File: config.mk
export PLATFORM = sky130hd
export DESIGN_NAME = tachometer_pulse_generator
export DESIGN_NICKNAME = d
export VERILOG_FILES = /design/src/rtl/tach_gen_pkg.sv /design/src/rtl/clk_enable.sv /design/src/rtl/tachometer_pulse_generator.sv
export SDC_FILE = /design/constraint.sdc
export NUM_CORES = 1
export LEC_CHECK = 0
export CAP_MARGIN = 20
export CORE_MARGIN = 4
export CORE_UTILIZATION = 35
export CTS_CLUSTER_SIZE = 12
export DETAILED_ROUTE_END_ITERATION = 8
export PLACE_DENSITY = 0.61
export SYNTH_ARGS = -nofsm -noshare
export SYNTH_HDL_FRONTEND = slang
export SYNTH_SLANG_ARGS = --single-unit
File: constraint.sdc
create_clock -name clk_in -period 11.6 [get_ports clk_in]
set_clock_uncertainty 0.05 [all_clocks]
set_input_delay 1.74 -clock clk_in [delete_from_list [all_inputs] [get_ports clk_in]]
set_output_delay 1.74 -clock clk_in [all_outputs]
set_load 0.1 [all_outputs]
File: src/rtl/tach_gen_pkg.sv
// Shared types and constants for the tachometer pulse generator.
package tach_gen_pkg;

  typedef enum logic [1:0] {
    IDLE = 2'd0,
    RUN  = 2'd1,
    STOP = 2'd2
  } state_t;

  localparam int ACC_W       = 28;
  localparam int RPM_W       = 9;
  localparam int EDGE_W      = 16;
  localparam int DEFAULT_PPR = 360;
  localparam int INC_PER_RPM = DEFAULT_PPR / 30;

  // Toggles per second per RPM: 2 toggles/pulse * ppr/60 = ppr/30.
  function automatic int inc_per_rpm(input int ppr);
    return ppr / 30;
  endfunction

endpackage

File: src/rtl/clk_enable.sv
// Single-cycle enable strobe every DIVISOR+1 clocks; first strobe DIVISOR+1 clocks after reset.
module clk_enable #(
  parameter int DIVISOR = 124_999
) (
  input  logic clk_in,
  input  logic reset_in,
  output logic enable_o
);

  localparam int CNT_W = (DIVISOR < 1) ? 1 : $clog2(DIVISOR + 1);

  logic [CNT_W-1:0] cnt_q;
  logic [CNT_W-1:0] cnt_d;

  assign enable_o = (cnt_q == CNT_W'(DIVISOR));

  always_comb begin
    cnt_d = cnt_q + CNT_W'(1);
    if (enable_o) begin
      cnt_d = '0;
    end
  end

  always_ff @(posedge clk_in or posedge reset_in) begin
    if (reset_in) begin
      cnt_q <= '0;
    end else begin
      cnt_q <= cnt_d;
    end
  end

endmodule

File: src/rtl/tachometer_pulse_generator.sv
// Emulated 50%-duty tachometer: slew-limited RPM drives a phase accumulator
// whose overflow toggles the pulse, giving an exact long-run frequency.
module tachometer_pulse_generator
  import tach_gen_pkg::*;
#(
  parameter int CLK_HZ         = 125_000_000,
  parameter int PULSES_PER_REV = 360,
  parameter int MAX_RPM        = 500,
  parameter int RAMP_DIVISOR   = 124_999,
  parameter int RAMP_STEP      = 4
) (
  input  logic              clk_in,
  input  logic              reset_in,
  input  logic              enable_in,
  input  logic [RPM_W-1:0]  target_rpm_in,
  input  logic              target_valid_in,
  output logic              tachometer_pulse_out,
  output logic [RPM_W-1:0]  current_rpm_out,
  output logic              at_target_out,
  output logic [EDGE_W-1:0] edge_count_out
);

  localparam int              INC_RPM   = inc_per_rpm(PULSES_PER_REV);
  localparam logic [RPM_W-1:0] MAX_RPM_V = RPM_W'(MAX_RPM);
  localparam logic [RPM_W-1:0] STEP_V    = RPM_W'(RAMP_STEP);
  localparam logic [ACC_W:0]   CLK_HZ_V  = (ACC_W+1)'(CLK_HZ);

  state_t             state_q, state_d;
  logic [RPM_W-1:0]   target_q, target_d;
  logic [RPM_W-1:0]   current_q, current_d;
  logic [ACC_W-1:0]   acc_q, acc_d;
  logic               pulse_q, pulse_d;
  logic               at_target_q, at_target_d;
  logic [EDGE_W-1:0]  edge_q, edge_d;

  logic               ramp_tick;
  logic [RPM_W-1:0]   eff_target;
  logic [RPM_W-1:0]   diff;
  logic [ACC_W-1:0]   inc;
  logic [ACC_W:0]     sum;

  clk_enable #(
    .DIVISOR (RAMP_DIVISOR)
  ) u_ramp_tick (
    .clk_in   (clk_in),
    .reset_in (reset_in),
    .enable_o (ramp_tick)
  );

  assign eff_target = enable_in ? target_q : '0;

  // Ramp reads the registered target, so a strobe on a tick cycle waits a tick.
  always_comb begin
    target_d = target_q;
    if (target_valid_in) begin
      target_d = (target_rpm_in > MAX_RPM_V) ? MAX_RPM_V : target_rpm_in;
    end

    diff      = '0;
    current_d = current_q;
    if (ramp_tick) begin
      if (current_q < eff_target) begin
        diff      = eff_target - current_q;
        current_d = current_q + ((diff > STEP_V) ? STEP_V : diff);
      end else if (current_q > eff_target) begin
        diff      = current_q - eff_target;
        current_d = current_q - ((diff > STEP_V) ? STEP_V : diff);
      end
    end

    at_target_d = (current_d == (enable_in ? target_d : '0));
  end

  assign inc = ACC_W'(current_q) * ACC_W'(INC_RPM);
  assign sum = {1'b0, acc_q} + {1'b0, inc};

  always_comb begin
    state_d = state_q;
    acc_d   = acc_q;
    pulse_d = pulse_q;

    case (state_q)
      IDLE: begin
        acc_d   = '0;
        pulse_d = 1'b0;
        if (eff_target != '0) begin
          state_d = RUN;
        end
      end
      RUN, STOP: begin
        if (sum >= CLK_HZ_V) begin
          acc_d   = ACC_W'(sum - CLK_HZ_V);
          pulse_d = ~pulse_q;
        end else begin
          acc_d = sum[ACC_W-1:0];
        end

        if (state_q == RUN) begin
          if (eff_target == '0) begin
            state_d = STOP;
          end
        end else if (eff_target != '0) begin
          state_d = RUN;
        end else if (current_q == '0) begin
          // Park low so the next start begins with a clean rising edge.
          pulse_d = 1'b0;
          acc_d   = '0;
          state_d = IDLE;
        end
      end
      default: begin
        state_d = IDLE;
      end
    endcase

    edge_d = edge_q + EDGE_W'(pulse_d & ~pulse_q);
  end

  always_ff @(posedge clk_in or posedge reset_in) begin
    if (reset_in) begin
      state_q     <= IDLE;
      target_q    <= '0;
      current_q   <= '0;
      acc_q       <= '0;
      pulse_q     <= 1'b0;
      at_target_q <= 1'b0;
      edge_q      <= '0;
    end else begin
      state_q     <= state_d;
      target_q    <= target_d;
      current_q   <= current_d;
      acc_q       <= acc_d;
      pulse_q     <= pulse_d;
      at_target_q <= at_target_d;
      edge_q      <= edge_d;
    end
  end

  assign tachometer_pulse_out = pulse_q;
  assign current_rpm_out      = current_q;
  assign at_target_out        = at_target_q;
  assign edge_count_out       = edge_q;

endmodule

Yosys cells after proc, flatten, opt, wreduce, memory -nomap -nowiden
Cells that the tools add are included.
{"block": "op_classes", "n_addsub": 8, "multipliers": 1, "n_lt_le_gt_ge": 6, "n_eq_ne": 7, "n_mux": 26, "bitwise_logic": 3, "n_reduce_logical": 7}
{"cell": "$mux 28", "n": 4}
{"cell": "$mux 9", "n": 9}
{"cell": "$pmux 28 s2", "n": 1}
{"cell": "$add 28x13->29", "n": 1}
{"cell": "$ge 29x27->1 const B", "n": 1}
{"cell": "$sub 28x27->28 const B", "n": 1}
{"cell": "$sub 9x9->9", "n": 3}
{"cell": "$gt 9x3->1 const B", "n": 2}
{"cell": "$logic_not 9->1", "n": 2}
{"cell": "$add 17x1->17 const B", "n": 1}
{"cell": "$eq 17x17->1 const B", "n": 1}
{"cell": "$mux 17", "n": 1}
{"cell": "$add 16x16->16", "n": 1}
{"cell": "$and 1x16->16", "n": 1}
{"cell": "$not 1->16", "n": 1}
{"cell": "$mul 9x2->11 const B", "n": 1}
{"cell": "$mux 2", "n": 5}
{"cell": "$add 9x9->9", "n": 1}
{"cell": "$eq 9x9->1", "n": 1}
{"cell": "$gt 9x9->1", "n": 1}
{"cell": "$gt 9x9->1 const B", "n": 1}
{"cell": "$lt 9x9->1", "n": 1}
{"cell": "$reduce_bool 9->1", "n": 1}
{"cell": "$mux 1", "n": 4}
{"cell": "12 further kinds", "n": 12}
{"block": "word_totals", "regBits": 83, "inputBits": 13, "output_inout_bits": 27, "elab_cells": 66}

Logic depth before layout (Yosys ltp)
{"block": "logic_depth", "word_depth": 10, "mapped_depth": 31, "mapped_depth_nobuf": 29}

Cells and area by module
From an unflattened synthesis, not the netlist that was laid out.
{"block": "unflattened", "hier_cells": 959, "hier_area_um2": 7925.1}
{"module": "tachometer_pulse_generator", "instances": 1, "cells_each": 885, "area_per_inst_um2": 7124.3, "seq_area_each_um2": 1601.5}
{"module": "clk_enable", "instances": 1, "cells_each": 74, "area_per_inst_um2": 800.8, "seq_area_each_um2": 425.4}

Least setup slack after synthesis
OpenSTA, ideal clock, no wires.
{"block": "synth_timing", "kind": "flip-flop to flip-flop", "startpoint": "register current_q[1] (netlist: current_rpm_out[1])", "endpoint": "register edge_q[12] (netlist: edge_count_out[12])", "setup_time_ns": 0.158, "t_arrival_ns": 6.582, "required_time_ns": 11.392, "slack_ns": 4.810, "stages_incl_launch_ff": 31, "n_path_buf": 2, "period_less_slack_ns": 6.790, "cell_sequence": "dfrtp_1 inv_1 fa_1 inv_1 a21oi_1 o21ai_0 a21oi_1 o21bai_1 a21oi_1 nor2_1 nor2_1 xnor2_1 ha_1 and2_1 clkbuf_2 and3_1 o21ai_1 a2111oi_0 o31a_1 nor2_1 nor2_1 a31oi_4 buf_4 nor3_1 ha_1 ha_1 nand3_1 nor2_1 and2_1 nand4_1 xnor2_1"}
{"block": "synth_via", "elab_chain_cells": 10, "elab_cells_between_ends": 11, "cone_classes": "add/sub (2); mul (1); order compare (1); mux (5); bitwise (1); reduce/logical (1)"}
{"element": "from (decl)", "line_no": "tachometer_pulse_generator.sv:30", "text": "logic [RPM_W-1:0] current_q, current_d;"}
{"element": "from (signal assigned)", "line_no": "tachometer_pulse_generator.sv:131", "text": "current_q <= current_d;"}
{"element": "$mul 9x2->11", "line_no": "tachometer_pulse_generator.sv:74", "text": "assign inc = ACC_W'(current_q) * ACC_W'(INC_RPM);"}
{"element": "$add 28x13->29", "line_no": "tachometer_pulse_generator.sv:75", "text": "assign sum = {1'b0, acc_q} + {1'b0, inc};"}
{"element": "$ge 29x27->1", "line_no": "tachometer_pulse_generator.sv:91", "text": "if (sum >= CLK_HZ_V) begin"}
{"element": "$mux 1", "line_no": "tachometer_pulse_generator.sv:91"}
{"element": "$mux 1", "line_no": "tachometer_pulse_generator.sv:104", "text": "end else if (current_q == '0) begin"}
{"element": "$mux 1", "line_no": "tachometer_pulse_generator.sv:102", "text": "end else if (eff_target != '0) begin"}
{"element": "$mux 1 (*)", "line_no": "tachometer_pulse_generator.sv:98", "text": "if (state_q == RUN) begin"}
{"element": "$pmux 1 s2 (*)", "line_no": "tachometer_pulse_generator.sv:82", "text": "case (state_q)"}
{"element": "$and 1x16->16 (*)", "line_no": "tachometer_pulse_generator.sv:116", "text": "edge_d = edge_q + EDGE_W'(pulse_d & ~pulse_q);"}
{"element": "$add 16x16->16 (*)", "line_no": "tachometer_pulse_generator.sv:116"}
{"element": "net edge_d[12]", "line_no": "tachometer_pulse_generator.sv:34", "text": "logic [EDGE_W-1:0] edge_q, edge_d;"}
{"element": "to (signal assigned)", "line_no": "tachometer_pulse_generator.sv:135", "text": "edge_q <= edge_d;"}
{"element": "to (decl)", "line_no": "tachometer_pulse_generator.sv:34"}
The timed path passes the listed nets; every way through them passes the cells marked *.
A chain may end at the register's enable or synchronous reset.

Worst setup path after layout
{"block": "layout_timing", "startpoint": "input enable_in", "endpoint": "register at_target_q (netlist: at_target_out)"}
{"block": "layout_via", "elab_chain_cells": 9, "elab_cells_between_ends": 16, "cone_classes": "add/sub (4); order compare (4); eq/ne (1); mux (7)"}
{"element": "from (decl)", "line_no": "tachometer_pulse_generator.sv:14", "text": "input logic enable_in,"}
{"element": "$mux 9 (*)", "line_no": "tachometer_pulse_generator.sv:50", "text": "assign eff_target = enable_in ? target_q : '0;"}
{"element": "$sub 9x9->9", "line_no": "tachometer_pulse_generator.sv:66", "text": "diff = current_q - eff_target;"}
{"element": "$gt 9x3->1", "line_no": "tachometer_pulse_generator.sv:67", "text": "current_d = current_q - ((diff > STEP_V) ? STEP_V : diff);"}
{"element": "$mux 9", "line_no": "tachometer_pulse_generator.sv:67"}
{"element": "$sub 9x9->9", "line_no": "tachometer_pulse_generator.sv:67"}
{"element": "$mux 9", "line_no": "tachometer_pulse_generator.sv:65", "text": "end else if (current_q > eff_target) begin"}
{"element": "$mux 9 (*)", "line_no": "tachometer_pulse_generator.sv:62", "text": "if (current_q < eff_target) begin"}
{"element": "$mux 9 (*)", "line_no": "tachometer_pulse_generator.sv:61", "text": "if (ramp_tick) begin"}
{"element": "net current_d[7]", "line_no": "tachometer_pulse_generator.sv:30"}
{"element": "$eq 9x9->1 (*)", "line_no": "tachometer_pulse_generator.sv:71", "text": "at_target_d = (current_d == (enable_in ? target_d : '0));"}
{"element": "net at_target_d", "line_no": "tachometer_pulse_generator.sv:33", "text": "logic at_target_q, at_target_d;"}
{"element": "to (signal assigned)", "line_no": "tachometer_pulse_generator.sv:134", "text": "at_target_q <= at_target_d;"}
{"element": "to (decl)", "line_no": "tachometer_pulse_generator.sv:33"}
Marks and branches as above.

==> impl_results.md <==
* Die area at 25300 µm²
* # Post-CTS Setup Buffers at 0
* Worst stage delay on the critical path at 0.96 ns
* Crit end category: flop
* Post-CTS Resized at 0
* Post-synth EDFFs at 0
* Register area share after synthesis at 25.3%
* Min Tclk post-route at 7.32 ns
* Post-route DRC at 0
* Count leader, synth: nand2_1
* Required time of the worst setup path at 11.81 ns
* # H-tree levels at 3
* Seq pwr share at 31.6%
* Wirelength, routed at 21900 µm
* Layout cell share with drive strength beyond 1 at 6.08%
* Leading area contributor after synthesis: dfrtp_1
* Post-synth top flop: dfrtp_1
* Core ar. at 22600 µm²
* Worst vdd ir at 0.0784 mV
* Switching Share at 40.6%
* Reg2Reg Launch Point: current_rpm_out[1]$_DFF_PP0_
* Critical-path top delay cell: clkdlybuf4s50_1
* Reg clk slew, reported paths at 0.07 ns
* Max Fclk at 137 MHz
* # diodes at 0
* Number of global-route vias before repair at 7130
* Buffers on Ports at 39
* Hold-fix buffers, CTS at 0
* WS Path Type: input pin to flop
* Total power at 980 µW
* Mapped cell area at 8000 µm²
* Clock power frac at 29.1%
* Crit start category: input pin
* Placed cell count at 1304
* Min-Delay Path Depth at 1
* RSZ-0062 raised after global routing: false
* TritonCTS Buffers at 9
* Metal2 WL at 9910 µm
* Met3 WL at 1020 µm
* NetSw at 398 µW
* Cell leakage power at 3.88 nW
* CTS root buffer: clkbuf_16
* PnR worst setup slack at 4.28 ns
* Worst Hold Class: flop to flop
* Avg Cell Area, Syn at 8.00 µm²
* Initial core utilization at 35.5%
* Num rows at 55
* Synth top area cells: dfrtp_1 (25%), ha_1 (9.8%), nand2_1 (4.8%)
* Final Max Tran Viols at 0
* CP Cell Sequence: clkdlybuf4s50_1, nand2_1, inv_1, ha_1, fa_1, nor2b_1, o21ai_1, a21oi_1, or4_1, a221oi_1, nand2_1, or2_2, ha_1, a2111oi_0, and3_1, a31o_2, o21ai_0, xnor2_1, a211oi_1, mux2i_1, a311oi_1
* Die H at 159 µm
* FF-to-FF path depth at 28
* Global-route wire length before repair at 37100 µm
* Post-Place Worst Slack at 3.97 ns
* Fin. Hold Viols at 0
* Total track usage at 17.4%
* Synth top area share at 25.3%
* Post-route ant nets at 0
* Critical Path Fanout Max at 21
* Area growth syn-to-layout at 12.4%
* Cell variety after synth at 90
* Top sig layer: met4
* Period utilization at 63.1%
* RR Endpoint: edge_count_out[12]$_DFF_PP0_
* Largest net degree at the start of global routing at 82
* Post-Synthesis Cells at 1000
* IO Count at 40
* Fin Setup TNS at 0 ns
* PwrDens at 109 nW/µm²
* Initial drt markers at 594
* Drt wl/cell at 16.6 µm
* Worst rel slew slack at 34.4%
* Hold Crit Start: edge_count_out[15]$_DFF_PP0_
* Worst-skew pair later-pin latency at 0.35 ns
* MaxCap Viol Count at 0
* Post-DP HPWL at 16700 µm
* Final Net Count at 1113
* Synth Register Bits at 81
* Final Setup Violations at 0
* Status: finished clean
* Via density at 5.63
* CTS tree: yes
* GP Congestion at 0.920
* Clock sinks at 81
* Via count at 7442
* FFs w/ async S/R, synth at 100%
* CP delay by family, top: compound AO/OA/AOI/OAI gates
* Initial antenna violation count at 0
* Critical Path AT at 7.53 ns
* Combinational fraction of design power at 39.3%
* Final std cells w/o fill at 1321
* Pint at 582 µW
* Metal1 wirelength at 10500 µm
* Buffers & Inverters on Critical Path at 2
* Most frequent cells after synthesis: nand2_1 (103), nor2_1 (89), dfrtp_1 (81), inv_1 (65), ha_1 (63)
* CTS Buffer Depth at 2
* Reg-to-reg slack, setup at 4.41 ns
* Worst Max-Slew Pin Slew at 0.981 ns
* Chip width at 159 µm
* Global route overflow at 0
* Yosys warnings at 0
* Drt pass-1 iters at 6
* WHS Endpoint: edge_count_out[15]$_DFF_PP0_
-- routing by layer --
layer  global-route usage [%]  vias to the layer above
li1                         -                     3671
met1                     24.8                     3569
met2                     27.2                      165
met3                     3.34                       37
met4                     4.18                        0
met5                        0                        -
-- per-stage QoR --
stage	area, µm²	util, %	hold WS [ns]
floorplan	8030	-	0.407
global placement	8670	38.4	0.409
detailed placement	8670	38.4	0.416
CTS	8970	39.7	0.431
global route	8990	39.8	0.447
finish	8990	39.8	0.431
-- how the worst max path moves through the flow --
stage                                             from                            to  cells past startpoint
final                                        enable_in       at_target_out$_DFF_PP0_                     21
after global routing      current_rpm_out[1]$_DFF_PP0_  edge_count_out[12]$_DFF_PP0_                     28
after CTS                                    enable_in       at_target_out$_DFF_PP0_                     21
after detailed placement                     enable_in       at_target_out$_DFF_PP0_                     21
after global placement                       enable_in       at_target_out$_DFF_PP0_                     22
after floorplan           current_rpm_out[1]$_DFF_PP0_  edge_count_out[12]$_DFF_PP0_                     30
-- cells by family (layout without fill, tap and decap cells) --
family	count (synthesis)	after routing	synth area share [%]
and+or+nand+nor	386	386	24.0
AOI/OAI and AO/OA	273	273	23.8
buffers and inverters	98	126	4.94
DFF	81	81	25.3
adders and majority gates	69	69	11.4
xor gates and xnor gates	69	69	7.55
muxes	22	22	2.86
other	2	10	0.0938
-- power by group through the flow --
stage	Combinational (mW)	Clock, mW	Sequential, mW
6_report	0.385	0.285	0.310
3_5_place_dp	0.384	0	0.315
2_1_floorplan	0.283	0	0.311
5_1_grt	0.434	0.309	0.312
4_1_cts	0.387	0.297	0.310
3_3_place_gp	0.378	0	0.315
-- placed cells by master, fill, tap and decap left out, types with 16 or more instances in the layout --
master,count
ha_1,63
nand3_1,39
a21oi_1,58
inv_1,64
nand2_1,103
clkdlybuf4s50_1,39
a211oi_1,16
nor3_1,22
xnor2_1,43
dfrtp_1,81
o21ai_0,56
nor2_1,89
and3_1,16
nand2b_1,18
xor2_1,26
-- sequential cells by signal, indices dropped and copies added, names as in the netlist --
signal,flops
at_target_out,1
acc_q,26
current_rpm_out,9
target_q,9
state_q,2
edge_count_out,16
tachometer_pulse_out,1
u_ramp_tick.cnt_q,17
-- layout make-up --
| cell class | count | area [µm²] |
|---|---|---|
| fill | 2303 | 13600 |
| sequential | 81 | 2030 |
| clock buffer | 9 | 225 |
| tap | 285 | 357 |
| inverter | 66 | 249 |
| clock inverter | 7 | 71.3 |
| multi-input combinational | 829 | 5620 |
| timing repair buffer | 44 | 448 |
Note: power is estimated with default switching activity, not from simulation.
